==> src/rtl/light_sequencer.sv <==
// Phase sequencer that drives scp_079's colour and timer inputs. Any alarm
// from scp_079 forces a red lockdown that lasts until the alarm clears.
module light_sequencer #(
  parameter int GREEN_TIME  = 35,
  parameter int YELLOW_TIME = 5,
  parameter int RED_TIME    = 25
) (
  input  logic       clock,
  input  logic       reset,
  input  logic       hold,
  input  logic [2:0] alarm,
  output logic       green,
  output logic       yellow,
  output logic       red,
  output logic [5:0] timer,
  output logic [1:0] phase,
  output logic       phase_done,
  output logic [7:0] cycle_count
);

  typedef enum logic [1:0] {
    PH_GREEN  = 2'd0,
    PH_YELLOW = 2'd1,
    PH_RED    = 2'd2,
    PH_LOCK   = 2'd3
  } phase_t;

  localparam logic [5:0] GREEN_LAST  = 6'(GREEN_TIME - 1);
  localparam logic [5:0] YELLOW_LAST = 6'(YELLOW_TIME - 1);
  localparam logic [5:0] RED_LAST    = 6'(RED_TIME - 1);

  phase_t     phase_q, phase_n;
  logic [5:0] timer_q, timer_n;
  logic       done_q, done_n;
  logic [7:0] cnt_q, cnt_n;
  logic       alarm_any;

  // Lockdown timer stops at its maximum instead of wrapping back to zero.
  function automatic logic [5:0] sat_inc(input logic [5:0] v);
    return (v == 6'd63) ? v : v + 6'd1;
  endfunction

  function automatic logic [5:0] last_tick(input phase_t p);
    case (p)
      PH_YELLOW: return YELLOW_LAST;
      PH_RED:    return RED_LAST;
      default:   return GREEN_LAST;
    endcase
  endfunction

  function automatic phase_t next_timed(input phase_t p);
    case (p)
      PH_GREEN:  return PH_YELLOW;
      PH_YELLOW: return PH_RED;
      default:   return PH_GREEN;
    endcase
  endfunction

  assign alarm_any = |alarm;

  // State register
  always_ff @(posedge clock or posedge reset) begin
    if (reset) begin
      phase_q <= PH_GREEN;
      timer_q <= 6'd0;
      done_q  <= 1'b0;
      cnt_q   <= 8'd0;
    end else begin
      phase_q <= phase_n;
      timer_q <= timer_n;
      done_q  <= done_n;
      cnt_q   <= cnt_n;
    end
  end

  // Next-state logic: alarm outranks phase end and hold; LOCK ignores hold.
  always_comb begin
    phase_n = phase_q;
    timer_n = timer_q;
    done_n  = 1'b0;
    cnt_n   = cnt_q;
    if (alarm_any) begin
      phase_n = PH_LOCK;
      timer_n = (phase_q == PH_LOCK) ? sat_inc(timer_q) : 6'd0;
    end else if (phase_q == PH_LOCK) begin
      phase_n = PH_GREEN;
      timer_n = 6'd0;
    end else if (!hold) begin
      if (timer_q == last_tick(phase_q)) begin
        phase_n = next_timed(phase_q);
        timer_n = 6'd0;
        done_n  = 1'b1;
        if (phase_q == PH_RED) cnt_n = cnt_q + 8'd1;
      end else begin
        timer_n = timer_q + 6'd1;
      end
    end
  end

  // Outputs decode registered state only, so no input reaches an output combinationally.
  always_comb begin
    green       = (phase_q == PH_GREEN);
    yellow      = (phase_q == PH_YELLOW);
    red         = (phase_q == PH_RED) || (phase_q == PH_LOCK);
    timer       = timer_q;
    phase       = phase_q;
    phase_done  = done_q;
    cycle_count = cnt_q;
  end

endmodule

==> config.mk <==
export PLATFORM = sky130hd
export DESIGN_NAME = light_sequencer
export DESIGN_NICKNAME = d
export VERILOG_FILES = /design/src/rtl/light_sequencer.sv
export SDC_FILE = /design/constraint.sdc
export NUM_CORES = 1
export LEC_CHECK = 0
export ABC_AREA = 1
export CORE_MARGIN = 5
export CORE_UTILIZATION = 45
export CTS_BUF_LIST = sky130_fd_sc_hd__clkbuf_4
export CTS_CLUSTER_DIAMETER = 200
export CTS_CLUSTER_SIZE = 40
export DETAILED_ROUTE_END_ITERATION = 6
export GPL_ROUTABILITY_DRIVEN = 0
export GPL_TIMING_DRIVEN = 0
export PLACE_DENSITY_LB_ADDON = 0.25
export RECOVER_POWER = 25
export SYNTH_ARGS = -nofsm -noshare
export SYNTH_HDL_FRONTEND = slang
export SYNTH_SLANG_ARGS = --single-unit
==> constraint.sdc <==
create_clock -name clock -period 2.9 [get_ports clock]
set_input_delay 0.58 -clock clock [delete_from_list [all_inputs] [get_ports clock]]
set_output_delay 0.58 -clock clock [all_outputs]
set_load 0.005 [all_outputs]
**Word level (Yosys, flattened, before mapping)**

Index checks and enable logic that the tools add are counted.
W data, S select, Z words.

- Add/sub/neg operators: 2
- Equal/unequal tests: 7
- Multiplexer cells: 19
- Bitwise operators: 3
- Reductions and logical operators: 7

Operators with widths:

| cell | count |
|---|---|
| $mux W6 | 9 |
| $pmux W6 S2 | 1 |
| $add A8 B1 Y8 const B | 1 |
| $mux W2 | 4 |
| $add A6 B1 Y6 const B | 1 |
| $eq A6 B6 Y1 | 1 |
| $eq A6 B6 Y1 const B | 1 |
| $reduce_and A5 Y1 | 1 |
| $eq A2 B2 Y1 const B | 2 |
| $mux W1 | 4 |
| $pmux W2 S2 | 1 |
| $reduce_and A2 Y1 | 2 |
| $ne A3 B1 Y1 const B | 1 |
| $ne A3 B3 Y1 const B | 1 |
| $not A1 Y1 | 3 |
| $reduce_bool A3 Y1 | 1 |
| $reduce_or A3 Y1 | 1 |
| $eq A2 B1 Y1 const B | 1 |
| $logic_not A2 Y1 | 1 |
| $logic_or A1 B1 Y1 | 1 |

- Register bits: 17
- Input bits: 6
- Output and inout bits: 20
- Logic and storage cells: 42

**Longest topological paths before layout**

Gate-level depths: netlist of run 1.

- Depth in word-level cells: 10
- Mapped depth: 13
- Gate-level depth less buffers: 12

**Least setup slack after synthesis of run 1**

No wires, ideal clock.

- Path type: flip-flop to output port
- Start: register phase_q[0], in the netlist phase[0]
- End: output red
- Data arrival time: 1,137 ps
- Data required time: 2,320 ps
- Setup slack: 1,183 ps
- Stages on the path, launching flop included: 5
- Buffers on the path: 1
- Path through: dfrtp_1 inv_1 ha_1 buf_6 or2_2

- Cells in the longest elaborated chain, start to end: 2
- Elaborated cells on any way between the ends: 3
- Those cells by class: eq/ne: 2; reduce/logical: 1

RTL lines:

| item | line | text |
|---|---|---|
| from (decl) | 32 | `phase_t phase_q, phase_n;` |
| from (signal assigned) | 69 | `phase_q <= phase_n;` |
| $eq A2 B2 Y1 | 104 | `red = (phase_q == PH_RED) \|\| (phase_q == PH_LOCK);` |
| $logic_or A1 B1 Y1 * | 104 |  |
| to (decl) | 14 | `output logic red,` |

Every way passes the cells marked *; elsewhere a longest branch is shown, timed or not.

**Worst setup path after layout of run 1**

Same ends and word-level chain as after synthesis.

==> qor.yml, run 1 <==
run_status:
  status: "finished, final reports clean"
placed_design:
  post-place-ws_ns: 0.654
  portBuffers: 25
  place_area_sq_um: 1560
  hpwl_mm: 2.04
  dpl.cell_count: 230
timing:
  setup_viol: 0
  setup_slack_ns: 0.346
  fin_skew_ns: 0.00796
  setup_tns_ns: 0
  max_freq_mhz: 392
  fin_crit_sh_pct: 88.1
  min_period_ns: 2.55
  hold_ws_ns: 0.499
  tightest_slew_ns: 0.651
  rsz0062_at_grt: "false"
  final_hold_viol_count: 0
  drv_slew: 0
  slew_headroom_pct: 56.6
global_routing:
  grt_usage_pct: 14.2
  grt_pass1_wl_mm: 4.73
  antenna_found_initial: 0
  grt_max_degree: 18
  grt_overflow_total: 0
  grt_pass1_vias: 1070
power:
  power_mw: 0.674
  p_switching_mw: 0.252
  seqPwrFrac_pct: 43.2
  leakagePower_nw: 0.827
  sw_frac_of_total_pct: 37.4
  power_density_nw_per_um2: 424
  p_int_mw: 0.422
  p_comb_share_pct: 37.2
  peakVddDrop_v: 0.000301
  power_frac_clock_pct: 19.6
clocking:
  clk_latency_ns: 0.30
  root_buffer: "clkbuf_4"
  htreeDepth: 1
  cts_resized: 0
  cts.sinks: 17
  cts_setup_buffers: 0
  clk_pin_slew_ns: 0.11
  cts_buffers: 3
  cts_max_path_buffers: 2
  cts_tree: "done"
  hold_buffers: 0
floorplan:
  core_sq_um: 2730
  start_util_pct: 46.5
  die-area_sq_um: 3990
  die_w_um: 63.2
  rows: 19
  ios: 26
  fp.dieH_um: 63.2
detailed_routing:
  post-route-drc-count: 0
  drt_pre_antenna_iters: 4
  wl_per_cell_um: 11.2
  vias_per_cell: 4.93
  route.vias.total: 1153
  wirelength_mm: 2.62
  ant_nets: 0
  drt_iter0_markers: 75
critical_path:
  rr_startpoint: "phase[0]$_DFFE_PP0P_"
  arrival_ns: 1.97
  r2r_cells: 11
  regToRegEndpoint: "timer[3]$_DFFE_PP0P_"
  rrSetupSlack_ns: 0.99
  crit_path_max_fanout: 9
  crit_path_start_kind: "flop"
  setup.worst_path.end_class: "primary output"
  required_ns: 2.32
  crit_type: "flop to primary output"
hold_path:
  whs_endpoint: "cycle_count[7]$_DFFE_PP0P_"
  hold_class: "flop to flop"
  hold_depth: 2
  worstHoldStart: "cycle_count[7]$_DFFE_PP0P_"
final_layout:
  diodes: 0
  fin_area_sq_um: 1590
  final_layout_size_suffix_gt1_share_pct: 16.7
  area_growth_pct: 24.9
  nNetsFinal: 218
  fin_util_pct: 58.1
  fin_cells: 234
logic_synthesis:
  synth-seq-cells: 17
  synth_nets: 188
  synthCells: 174
  synth_seq_area_share_pct: 33.4
  avgSynthCellArea_sq_um: 7.31
  ys_types: 22
  syn_area_sq_um: 1270
  synth_warnings: 0
run:
  maxCapViolations: 0
## critical path, stage by stage (launching register included)
cell and delay, ns:
dfrtp_1 0.47, inv_1 0.12, ha_1 0.22, buf_6 0.14
or2_2 0.29, clkdlybuf4s50_1 0.44
## cells in the mapped netlist
| cell type | count | area share (%) |
|---|---|---|
| nand2_2 | 12 | 5.9 |
| nor2_8 | 2 | 3.1 |
| nor3_2 | 1 | 0.79 |
| nand2_1 | 53 | 16 |
| nand2_4 | 2 | 1.8 |
| buf_6 | 1 | 0.88 |
| nor2_2 | 3 | 1.5 |
| nor2_4 | 2 | 1.8 |
| nand3b_1 | 3 | 1.8 |
| inv_2 | 4 | 1.2 |
| nand3_1 | 9 | 3.5 |
| ha_1 | 8 | 7.9 |
| or2_2 | 1 | 0.49 |
| nor2_1 | 22 | 6.5 |
| o21ai_1 | 2 | 0.79 |
| inv_1 | 20 | 5.9 |
| nor4_1 | 1 | 0.49 |
| dfrtp_1 | 17 | 33 |
| nand3_4 | 1 | 1.4 |
| nor3_1 | 1 | 0.39 |
| nand4_2 | 1 | 0.98 |
| nand4_1 | 8 | 3.9 |
## how the worst max path moves through the flow
stage,startpoint,to,slack (ns),cells after the start
finish,phase[0]$_DFFE_PP0P_,red,0.35,5
global route,phase[0]$_DFFE_PP0P_,red,0.21,5
CTS,phase[0]$_DFFE_PP0P_,red,0.31,5
detailed placement,phase[0]$_DFFE_PP0P_,red,0.65,5
global placement,phase[0]$_DFFE_PP0P_,red,0.70,5
floorplan,phase[0]$_DFFE_PP0P_,red,1.18,4
## layout make-up
cell class	count	area (sq um)
buffer	1	11.3
clock buffer	3	22.5
clock inverter	1	5.00
fill	269	1140
inverter	24	90.1
multi-input combinational	132	746
sequential	17	425
tap	31	38.8
timing repair buffer	25	250
## power by group through the flow
stage | logic (mW) | registers [mW] | clock network [mW]
finish | 0.251 | 0.292 | 0.132
global route | 0.280 | 0.296 | 0.152
CTS | 0.254 | 0.291 | 0.138
detailed placement | 0.252 | 0.296 | 0
global placement | 0.246 | 0.295 | 0
floorplan | 0.169 | 0.290 | 0
## flip-flops by register name (all words and copies together) (netlist names)
signal and cells:
phase 2, cycle_count 8, timer 6, phase_done 1
## cells by family (layout without fill, tap and decap cells)
family | after synthesis | after routing | share of synthesized area, %
flip-flops | 17 | 17 | 33.4
AND/OR/NAND/NOR | 122 | 122 | 50.0
adder cells (fa/ha/maj) | 8 | 8 | 7.87
AO/OA/AOI/OAI | 2 | 2 | 0.787
buffers and inverters | 25 | 54 | 7.96
## cells in the final DEF, fill, tap and decap left out, drive strengths merged
cell | synthesis | routed
clkinv | 0 | 1
clkbuf | 0 | 3
buf | 1 | 1
nand3b | 3 | 3
nor2 | 29 | 29
dlygate4sd3 | 0 | 1
clkdlybuf4s50 | 0 | 24
or2 | 1 | 1
inv | 24 | 24
nand4 | 9 | 9
nand2 | 67 | 67
o21ai | 2 | 2
nor4 | 1 | 1
nor3 | 2 | 2
nand3 | 10 | 10
dfrtp | 17 | 17
ha | 8 | 8
## per-layer routing
layer	vias up	global-route usage [%]	routed length (um)
li1	605	-	-
met1	519	19.3	1210
met2	23	22.4	1280
met3	6	3.37	96
met4	0	4.16	31
met5	-	0	0
Note: power is estimated with default switching activity, not from simulation.
==> run 2, diff against run 1 <==
SKIP_LAST_GASP = 1   (was not set)
==> results of run 2 <==
The final DEF is identical to that of run 1; final timing and power are the same.
